===== src/rtl/serial_alu_seq_if.sv =====
// Controller-side bundle for serial_alu_seq: start/done handshake, operands and assembled result/flags.
interface serial_alu_seq_if #(
  parameter int WIDTH = 64
);
  logic             start;
  logic [WIDTH-1:0] a;
  logic [WIDTH-1:0] b;
  logic [2:0]       cntrl;
  logic             busy;
  logic             done;
  logic [WIDTH-1:0] result;
  logic             negative;
  logic             zero;
  logic             overflow;
  logic             carry_out;

  modport master (
    output start, a, b, cntrl,
    input  busy, done, result, negative, zero, overflow, carry_out
  );

  modport slave (
    input  start, a, b, cntrl,
    output busy, done, result, negative, zero, overflow, carry_out
  );
endinterface


===== src/rtl/serial_alu_seq.sv =====
// Bit-serial ALU sequencer: drives one single-bit slice LSB first and assembles result + N/Z/V/C flags.
// Latency WIDTH+1 cycles from accepting start edge to done; start is ignored (not queued) while busy.
module serial_alu_seq #(
  parameter int WIDTH = 64
) (
  input  logic              clk,
  input  logic              reset,
  serial_alu_seq_if.slave   bus,
  output logic              slice_a,
  output logic              slice_b,
  output logic              slice_cin,
  output logic              slice_zin,
  output logic [2:0]        slice_sel,
  input  logic              slice_out,
  input  logic              slice_cout,
  input  logic              slice_zout
);

  localparam int              CW   = (WIDTH > 1) ? $clog2(WIDTH) : 1;
  localparam logic [CW-1:0]   LAST = CW'(WIDTH - 1);

  typedef enum logic [1:0] {
    IDLE = 2'd0,
    RUN  = 2'd1,
    DONE = 2'd2
  } state_t;

  state_t           state;
  logic [CW-1:0]    cnt;
  logic [WIDTH-1:0] a_lat;
  logic [WIDTH-1:0] b_lat;
  logic [2:0]       sel_lat;
  logic             carry_q;
  logic             zchain_q;
  logic [WIDTH-1:0] shift_q;

  logic             run;
  logic             is_arith;
  logic [WIDTH-1:0] shift_nxt;

  assign run       = (state == RUN);
  assign is_arith  = (sel_lat[2:1] == 2'b01);
  assign shift_nxt = {slice_out, shift_q[WIDTH-1:1]};

  // Slice inputs are quiet outside RUN so the slice sees all-zero while idle or in reset.
  always_comb begin
    slice_a   = run & a_lat[cnt];
    slice_b   = run & b_lat[cnt];
    slice_cin = run & carry_q;
    slice_zin = run & zchain_q;
    slice_sel = run ? sel_lat : 3'b000;
  end

  always_ff @(posedge clk) begin
    if (reset) begin
      state         <= IDLE;
      cnt           <= '0;
      a_lat         <= '0;
      b_lat         <= '0;
      sel_lat       <= 3'b000;
      carry_q       <= 1'b0;
      zchain_q      <= 1'b1;
      shift_q       <= '0;
      bus.busy      <= 1'b0;
      bus.done      <= 1'b0;
      bus.result    <= '0;
      bus.negative  <= 1'b0;
      bus.zero      <= 1'b1;
      bus.overflow  <= 1'b0;
      bus.carry_out <= 1'b0;
    end else begin
      bus.done <= 1'b0;
      case (state)
        IDLE: begin
          if (bus.start) begin
            a_lat    <= bus.a;
            b_lat    <= bus.b;
            sel_lat  <= bus.cntrl;
            cnt      <= '0;
            // Subtract is A + ~B + 1: the +1 enters as the initial carry.
            carry_q  <= bus.cntrl[0];
            zchain_q <= 1'b1;
            bus.busy <= 1'b1;
            state    <= RUN;
          end
        end
        RUN: begin
          shift_q  <= shift_nxt;
          carry_q  <= slice_cout;
          zchain_q <= slice_zout;
          if (cnt == LAST) begin
            bus.result    <= shift_nxt;
            bus.negative  <= slice_out;
            bus.zero      <= slice_zout;
            // carry_q here is the carry into the MSB.
            bus.carry_out <= is_arith & slice_cout;
            bus.overflow  <= is_arith & (slice_cout ^ carry_q);
            bus.done      <= 1'b1;
            state         <= DONE;
          end else begin
            cnt <= cnt + 1'b1;
          end
        end
        DONE: begin
          bus.busy <= 1'b0;
          state    <= IDLE;
        end
        default: state <= IDLE;
      endcase
    end
  end

endmodule


===== src/flat_wrapper.sv =====
// flat-port wrapper written by rule: the top's interface ports become plain ports
module serial_alu_seq_flat 
#(
  parameter int WIDTH = 64
)
  (clk, reset, slice_a, slice_b, slice_cin, slice_zin, slice_sel, slice_out, slice_cout, slice_zout, bus_start, bus_a, bus_b, bus_cntrl, bus_busy, bus_done, bus_result, bus_negative, bus_zero, bus_overflow, bus_carry_out);
  serial_alu_seq_if #(.WIDTH(WIDTH)) bus_i ();
  input  logic clk;
  input  logic reset;
  output logic slice_a;
  output logic slice_b;
  output logic slice_cin;
  output logic slice_zin;
  output logic [2:0] slice_sel;
  input  logic slice_out;
  input  logic slice_cout;
  input  logic slice_zout;
  input wire logic [$bits(bus_i.start)-1:0] bus_start;
  input wire logic [$bits(bus_i.a)-1:0] bus_a;
  input wire logic [$bits(bus_i.b)-1:0] bus_b;
  input wire logic [$bits(bus_i.cntrl)-1:0] bus_cntrl;
  output wire logic [$bits(bus_i.busy)-1:0] bus_busy;
  output wire logic [$bits(bus_i.done)-1:0] bus_done;
  output wire logic [$bits(bus_i.result)-1:0] bus_result;
  output wire logic [$bits(bus_i.negative)-1:0] bus_negative;
  output wire logic [$bits(bus_i.zero)-1:0] bus_zero;
  output wire logic [$bits(bus_i.overflow)-1:0] bus_overflow;
  output wire logic [$bits(bus_i.carry_out)-1:0] bus_carry_out;
  assign bus_i.start = bus_start;
  assign bus_i.a = bus_a;
  assign bus_i.b = bus_b;
  assign bus_i.cntrl = bus_cntrl;
  assign bus_busy = bus_i.busy;
  assign bus_done = bus_i.done;
  assign bus_result = bus_i.result;
  assign bus_negative = bus_i.negative;
  assign bus_zero = bus_i.zero;
  assign bus_overflow = bus_i.overflow;
  assign bus_carry_out = bus_i.carry_out;
  serial_alu_seq #(.WIDTH(WIDTH)) u_core (.clk(clk), .reset(reset), .bus(bus_i), .slice_a(slice_a), .slice_b(slice_b), .slice_cin(slice_cin), .slice_zin(slice_zin), .slice_sel(slice_sel), .slice_out(slice_out), .slice_cout(slice_cout), .slice_zout(slice_zout));
endmodule

===== config.mk =====
export PLATFORM = sky130hd
export DESIGN_NAME = serial_alu_seq_flat
export DESIGN_NICKNAME = d
export VERILOG_FILES = /design/src/rtl/serial_alu_seq_if.sv /design/src/rtl/serial_alu_seq.sv /design/src/flat_wrapper.sv
export SDC_FILE = /design/constraint.sdc
export NUM_CORES = 1
export LEC_CHECK = 0
export CAP_MARGIN = 20
export CELL_PAD_IN_SITES_DETAIL_PLACEMENT = 1
export CELL_PAD_IN_SITES_GLOBAL_PLACEMENT = 1
export CORE_ASPECT_RATIO = 1.5
export CORE_MARGIN = 2
export CORE_UTILIZATION = 46
export CTS_CLUSTER_DIAMETER = 100
export DETAILED_ROUTE_END_ITERATION = 10
export DONT_BUFFER_PORTS = 1
export GPL_ROUTABILITY_DRIVEN = 0
export PLACE_DENSITY_LB_ADDON = 0.1
export SYNTH_ARGS = -nofsm -noshare
export SYNTH_HDL_FRONTEND = slang
export SYNTH_SLANG_ARGS = --single-unit
export TNS_END_PERCENT = 10

===== constraint.sdc =====
create_clock -name clk -period 2.9 [get_ports clk]
set_input_delay 0.58 -clock clk [delete_from_list [all_inputs] [get_ports clk]]
set_output_delay 0.58 -clock clk [all_outputs]
set_load 0.1 [all_outputs]

==> results, run 1 <==
- In the final routed layout, each cell accounts on average for 18.03 um.
- After detailed routing, the number of vias per cell comes to 5.529.
- Based on the critical path, the design can be clocked at up to 322.2 MHz.
- In this run the horizontal extent of the chip is 127.6 um.
- The final count of pins violating max slew is 0.
- The synthesis-stage register bit count is 273.
- The post-detailed-route count of antenna-violating nets is 0.
- After legalization and detailed placement, the total HPWL measured 17650 um.
- The post-CTS clock slew at the launch and capture registers of the worst setup and hold paths is 0.06 ns.
- The number of nets in the synthesized netlist is 1423.
- Row generation in the floorplan step produced 67 rows.
- The leading register cell type out of synthesis is dfxtp_1.
- The count of unresolved DRC violations after routing is 0.
- The placeable core area is 0.02247 sq mm.
- The sequential element share of the synthesized area is 0.5186.
- TritonCTS built the clock tree.
- The final-report setup violation count is 2.
- The part of the cycle the worst path needs is 1.070.
- The flow ran to the end, but the final reports show violations.
- The pin count of the biggest net entering global routing is 274.
- On the critical path, the stage with the largest delay is an instance of mux4_1.
- The mapped netlist covers 0.01054 sq mm.
- For this run, the detailed router's first-pass iteration total came to 4.
- The via count of the first global-routing pass is 8530.
- The critical path goes through buf_12 -> mux4_1 -> a221oi_1 -> o21a_1 -> o41ai_4 -> buf_12.
- The quantity of hold-fixing buffers added after cts is 0.
- During placement, the flow inserted port buffers numbering 0.
- By area the synthesized netlist is led by dfxtp_1, nand2_1, a21oi_1.
- The maximum fanout along the worst path is 5.
- The total track usage is 0.2230.
- The placed instance area is 0.01082 sq mm.
- The count of nets after finishing is 1382.
- At the end of the flow the core is filled with cells to 0.5321.
- Measured along the y axis, the die boundary spans 189.4 um.
- The start-to-end type of the worst setup path is flop to output port.
- The cell sitting at the root of the clock tree is a clkbuf_16.
- CTS built an H-tree with a depth of 1.
- Of the post-synthesis cell area, the dominant cell type holds 0.5186.
- Together, buffers and inverters on the worst path number 2.
- The required time of the critical path is 2.32 ns.
- Global routing finished with a remaining overflow of 0.
- The kind of cell with the highest combined delay along the critical path is compound AO/OA/AOI/OAI gates.
- The worst-case headroom to the max-slew limit is 0.3249.
- The worst-case vdd ir drop is 0.4661 mV.
- The slew of the pin with the lowest slew margin is 1.011 ns.
- The kind of path behind the tightest hold check is primary input to flop.
- In this run, synthesis inferred 0 flip-flops with an integrated enable.
- The endpoint type of the worst setup path is an output port.
- The most common cell after layout, fill and taps aside is nand2_1.
- The share of cells above drive strength 1 is 0.09415.
- Yosys printed 0 warnings.
- The share of flip-flops with an asynchronous set or reset after synthesis is 0.
- Summed over all layers, the routed wires come to 27790 um.
- The average footprint of a synthesized cell is 8.201 sq um.
- Setup repair after global routing could not meet its margin everywhere.
- The kind of start point of the critical path is a flop.
- Counting along the longest clock path gives a buffer depth of 3.
- The total power consumption of the routed design is 8.396 mW.
- The first global-routing pass estimated 44060 um of wire.
- The CTS sink count is 273.
- The setup slack on the worst flop-to-flop path is 0.81 ns.
- The final count of hold timing violations came to 0.
- For this run, the slowest stage of the critical path takes 0.60 ns.
- Pin placement for this block handled 214 I/O pins.
- Leaving out fill and tap cells, the most frequent cells in the layout are nand2_1, a21oi_1, dfxtp_1, clkbuf_16.
- The worst endpoint data arrival time is 2.52 ns.
- The clock arrives with 0.01384 ns of skew.
- Summed over all failing endpoints, the final setup total negative slack is -0.4012 ns.
- The leakage power is 4.105 nW.
- dfxtp_1 takes more of the synthesized area than any other cell.
- The TritonCTS buffer count is 27.
- The starting density of the core is 0.4691.
- The area added between synthesis and finish is 13.44%.
- The checks that failed: negative setup slack.
- The clock latency on the worst-skew pair is 0.53 ns.
- The clock period minus worst slack is 3.103 ns.
- The synthesized netlist cell count is 1285.
- After routing the design area is 0.01196 sq mm.
- The most used cell along the critical path is buf_12.
- The power density over cell area is 702.3 mW/mm^2.
- The number of antenna violations at the first check in global routing is 1.
- Yosys mapped the design onto 42 distinct sky130hd cell types.
- The die covers 0.02416 sq mm.
- Counting the fill cells in the layout gives 2641.
- The total via count after detailed routing is 8520.
- OpenSTA, run right after detailed placement, puts the worst setup slack at 0.2257 ns.
- The final setup slack of the worst path is -0.2034 ns.
- Across the run, the number of max-cap violations was 0.
- For this block, the initial DRC count from the detailed router was 476.
metrics by stage:
step | hold WS [ns] | instances
6_report | 0.1359 | 1541
3_3_place_gp | 0.4345 | 1488
2_1_floorplan | 0.4315 | 1285
3_5_place_dp | 0.4414 | 1488
5_1_grt | 0.1092 | 1541
4_1_cts | 0.1025 | 1539
layout make-up:
class	count	area, sq um	area share
sequential	273	5477	0.4581
multi-input combinational	908	4730	0.3956
clock buffer	33	728.2	0.06091
timing repair buffer	32	399.1	0.03339
tap	276	345.3	0.02889
clock inverter	16	266.5	0.02229
inverter	2	7.507	0.0006279
antenna	1	2.502	0.0002093
worst reg2reg max path, stage by stage, from the launching register on:
cell	delay, ns
dfxtp_1	0.44
nand2b_2	0.27
buf_4	0.62
a21oi_1	0.19
nor2_1	0.22
o21ai_0	0.12
a21oi_1	0.16
Yosys cell counts, drive strengths merged, types with 3 or more instances:
library cell  instances
a21oi               268
dfxtp               273
and2                  6
mux4                 31
clkbuf               79
nand3                 5
nor2b                 4
buf                  23
nor2                 10
xnor2                 3
nand2               532
nor3                  7
mux2i                 7
nand4b                4
nand3b                3
a22oi                 5
worst paths after layout:
kind                                       start               endpoint  cells after the start
worst max-delay path               u_core.cnt[0]                slice_b                      6
worst min-delay path                       reset  u_core.bus.result[40]                      1
worst max register to register   u_core.state[1]          u_core.cnt[4]                      6
worst min register to register  u_core.a_lat[58]       u_core.a_lat[58]                      2
power breakdown:
group	internal (mW)	switching, mW	leakage, nW
clock	2.41	1.50	0.487
combinational	0.204	0.330	1.39
sequential	3.87	0.0788	2.22
cells by family (layout without fill, tap and decap cells):
family          count (synthesis)  in the layout  synth area share
flops                         273            273            0.5186
buf+inv                       104             83           0.04179
xor+xnor                        4              4          0.003325
compound gates                289            289            0.1432
other cells                     0              1                 0
mux                            39             39           0.07931
fa+ha+maj                       1              1          0.001187
simple gates                  575            575            0.2126
timing repair:
| action | in CTS | in global routing |
|---|---|---|
| pin swaps | 2 | 4 |
| buffers inserted | 1 | 0 |
| resized for setup | 12 | 10 |
| endpoints found under the setup margin | 2 | 2 |
| cloned | 1 | 1 |
| hold endpoints to repair | 0 | 0 |
flip-flops by register name, summed over array words and instances, names as in the netlist:
register and count:
u_core.a_lat 64, u_core.b_lat 64, u_core.bus.result 63, u_core.shift_q 63, u_core.cnt 6, u_core.sel_lat 3, u_core.state 2, u_core.bus.busy 1
u_core.bus.carry_out 1, u_core.bus.done 1, u_core.bus.negative 1, u_core.bus.overflow 1, u_core.bus.zero 1, u_core.carry_q 1, u_core.zchain_q 1
per-layer routing:
layer  GRT usage  up-vias  share of wire
li1            -     4170              -
met1      0.2621     4105           0.40
met2      0.4050      190           0.52
met3     0.03702       55          0.045
met4     0.08030        0          0.036
met5           0        -              0
No activity file was read; power rests on OpenSTA's default activity.
==> inputs of run 2 (changes only) <==
Settings changed: HOLD_SLACK_MARGIN set to 0.06.
Clock period 2.9 ns to 3.4 ns, I/O delays scaled along.
==> run 2 against run 1 <==
Critical path depth unchanged; routed wire length is 3.0% lower; clock skew shrank 0.0074 ns; sequential power fell by 15%; critical endpoint is now slice_a; the run now ends clean; clock-buffer cell count rose by 7; setup slack gained 0.35 ns; global-route usage down 0.47 points; core utilization down 1.3 points; sequential cell count stayed put; via count is 1.4% lower; power decreased by 20%; highest routed layer unchanged.
==> results, run 2 (synthesis results as in run 1) <==
- The run finished with clean final reports.
- The maximum root-to-sink buffer count came to 3 (unchanged).
- The per-cell routed wire length came to 17.64 um (-2.2%).
- The setup path with the least slack is of type flop to output port.
- The HPWL reported at the end of detailed placement came to 17120 um (-3.0%).
- The total instance count after detailed placement is 1478 (-0.67%).
- The overall routed net length is 26940 um (-3.0%).
- The cell depth of the worst flop-to-flop path is 7 (+1).
- The total track usage is 0.2183 (-0.004725).
- The count of TritonRoute iterations in the first routing pass was 4 (unchanged).
- The tree is rooted in a clkbuf_16.
- The highest layer touched by signal routing is met4.
- In the layout the commonest cells are nand2_1, dfxtp_1, a21oi_1, clkbuf_16, mux4_2.
- The share of cells above drive strength 1 is 0.07594 (-0.01821).
- The footprint of the multi-input gates is 0.004711 sq mm (-0.40%).
- The combinational share of power came to 0.062 (-0.002).
- The launching element of the worst setup path is u_core.cnt[0].
- The quantity of I/O buffers inserted on ports came to 0 (unchanged).
- The part of the power in the clock network is 0.434 (-0.032).
- The worst-case headroom to the max-slew limit is 0.3088 (-0.01601).
- The highest-delay cell along the critical path is mux4_1.
- The cell family contributing the most delay on the critical path is multiplexers.
- The top-level I/O count is 214 (unchanged).
- The final-report setup violation count is 0 (-2).
- The slew of the pin with the lowest slew margin is 1.035 ns (+0.02398 ns).
- The amount of wire on met2 after detailed routing is 14140 um (-1.2%).
- The vertical extent of the die is 189.4 um (unchanged).
- The final sum of negative setup slack came to 0 ns (+0.4012 ns).
- The starting density of the core is 0.4691 (unchanged).
- The power density over cell area is 574.5 mW/mm^2 (-18%).
- The path length in cells of the critical path is 6 (unchanged).
- The critical path buffer and inverter count was 2 (unchanged).
- The signal on the critical path passes through buf_12 -> mux4_1 -> mux2_2 -> o311ai_2 -> o32ai_4 -> buf_12.
- The largest registers in the layout are u_core.a_lat x64, u_core.b_lat x64.
- The die outline area is 0.02416 sq mm (unchanged).
- The largest stage delay on the critical path is 0.54 ns (-0.06 ns).
- The routed length on met1 is 10920 um (-2.4%).
- The count of nets after finishing is 1370 (-0.87%).
- The pin count of the biggest net entering global routing came to 274 (unchanged).
- The most critical setup path has its endpoint at slice_a.
- The share of total power consumed by net switching is 0.2320 (+0.004167).
- The internal portion of total power is 5.141 mW (-21%).
- The post-detailed-route count of antenna-violating nets was 0 (unchanged).
- The number of H-tree levels is 1 (unchanged).
- The part of the cycle the worst path needs is 0.9572.
- The routed length on met3 was 1240 um (-1.8%).
- The number of antenna violations at the first check in global routing was 0 (-1).
- The kind of path behind the tightest hold check is primary input to flop.
- The final count of hold timing violations came to 0 (unchanged).
- Compared with the post-synthesis result, the final layout area differs by 10.57%.
- The placed instance area is 0.01072 sq mm (-0.92%).
- The wire length of the first global-routing pass is 43050 um (-2.3%).
- The clock latency on the worst-skew pair came to 0.52 ns (about the same).
- The fraction of the core area covered by cells at the end of the flow is 0.5187 (-0.01348).
- The required time of the critical path is 2.72 ns (+0.40 ns).
- The most used cell along the critical path is buf_12.
- The TritonCTS clock tree is built.
- The most common cell after layout, fill and taps aside is nand2_1.
- The worst endpoint data arrival time is 2.57 ns (+0.05 ns).
- The number of antenna repair diodes is 0 (-1).
- The total via count after detailed routing is 8404 (-1.4%).
- The total power consumption of the routed design is 6.694 mW (-20%).
- The switching power came to 1.553 mW (-19%).
- The worst setup slack after placement is 0.4347 ns (+0.2090 ns).
- The final setup slack of the worst path is 0.1457 ns (+0.3491 ns).
- The worst setup path is launched from a flop.
- The post-route worst hold slack is 0.2262 ns (+0.09031 ns).
- The row count is 67 (unchanged).
- The filler cell count is 2712 (+2.7%).
- The relative contribution of sequential cells to total power is 0.504 (+0.034).
- The clock period minus worst slack is 3.254 ns.
- Timing would allow up to 307.3 MHz.
- The via count of the first global-routing pass is 8445 (-1.0%).
- The horizontal extent of the die was 127.6 um (unchanged).
- In this run the critical register-to-register path is captured at u_core.bus.overflow.
- The worst-case clock skew is 0.006456 ns (-0.007383 ns).
- The register area is 0.005475 sq mm (about the same).
- The TritonCTS buffer count is 27 (unchanged).
- The CTS sink count is 273 (unchanged).
- STA classifies the critical path endpoint as an output port.
- The final count of pins violating max slew was 0 (unchanged).
- The count of unresolved DRC violations after routing is 0 (unchanged).
- The number of maximum-capacitance violations is 0 (unchanged).
- The placeable core area was 0.02247 sq mm (unchanged).
- The worst-case vdd ir drop is 0.4532 mV (-2.8%).
- The leakage power is 3.969 nW (-3.3%).
- The setup slack on the worst flop-to-flop path is 1.10 ns (+0.29 ns).
- The via-per-instance ratio is 5.504 (-0.46%).
- The number of DRC markers after the initial detailed-route iteration came to 483 (+1.5%).
- The number of non-filler instances in the completed layout is 1527 (-0.91%).
- The maximum fanout along the worst path is 11 (+6).
- Setup repair after global routing left no endpoint under its margin.
- The startpoint of the lowest-slack register-to-register path is u_core.cnt[1].
- The post-CTS clock slew at the launch and capture registers of the worst setup and hold paths is 0.06 ns (about the same).
- The final cell area excluding filler cells is 0.01165 sq mm (-2.5%).
- The remaining global-route overflow was 0 (unchanged).
run 2: cell types whose count changed in the layout (fill, tap and decap cells not counted), moves of 2 or more:
cell | previous run | this run
clkbuf_1 | 3 | 6
mux4_1 | 11 | 15
clkinv_2 | 6 | 4
clkbuf_8 | 3 | 7
a22oi_1 | 2 | 5
bufinv_16 | 7 | 1
mux4_2 | 20 | 16
buf_12 | 9 | 6
buf_4 | 20 | 12
a22oi_2 | 3 | 0
run 2: timing repair:
item                       in CTS  in global routing
resized for setup               6                  5
hold endpoints to repair        0                  0
setup endpoints to repair       2                  2
gates cloned                    0                  1
buffers inserted                0                  0
hold buffers                    0                  0
run 2: how the worst min path moves through the flow:
stage	start	end	slack [ns]	depth (start not counted)
after detailed placement	u_core.b_lat[5]	u_core.b_lat[5]	0.44	2
after global placement	u_core.sel_lat[0]	u_core.sel_lat[0]	0.44	2
after global routing	reset	u_core.bus.result[43]	0.20	1
after floorplan	u_core.a_lat[13]	u_core.a_lat[13]	0.43	2
after CTS	reset	u_core.bus.result[43]	0.22	1
final	reset	u_core.bus.result[43]	0.23	1
run 2: area by class of cell:
class / count / area share
Clock inverter: 8 / 0.006228
Timing Repair Buffer: 20 / 0.02115
Tap cell: 276 / 0.02964
Clock buffer: 40 / 0.06818
Sequential cell: 273 / 0.4699
Inverter: 2 / 0.0006443
Multi-Input combinational cell: 908 / 0.4043
run 2: per-layer routing:
layer / vias up / global-route usage
li1: 4147 / -
met1: 4059 / 0.2568
met2: 164 / 0.4052
met3: 34 / 0.03645
met4: 0 / 0.05959
met5: - / 0
run 2: power groups by stage:
stage          clock (mW)  combinational, mW  sequential [mW]
4_1_cts              2.99              0.416             3.37
5_1_grt              3.13              0.464             3.38
3_5_place_dp            0              0.413             3.44
3_3_place_gp            0              0.402             3.44
6_report             2.90              0.415             3.37
2_1_floorplan           0              0.372             3.41
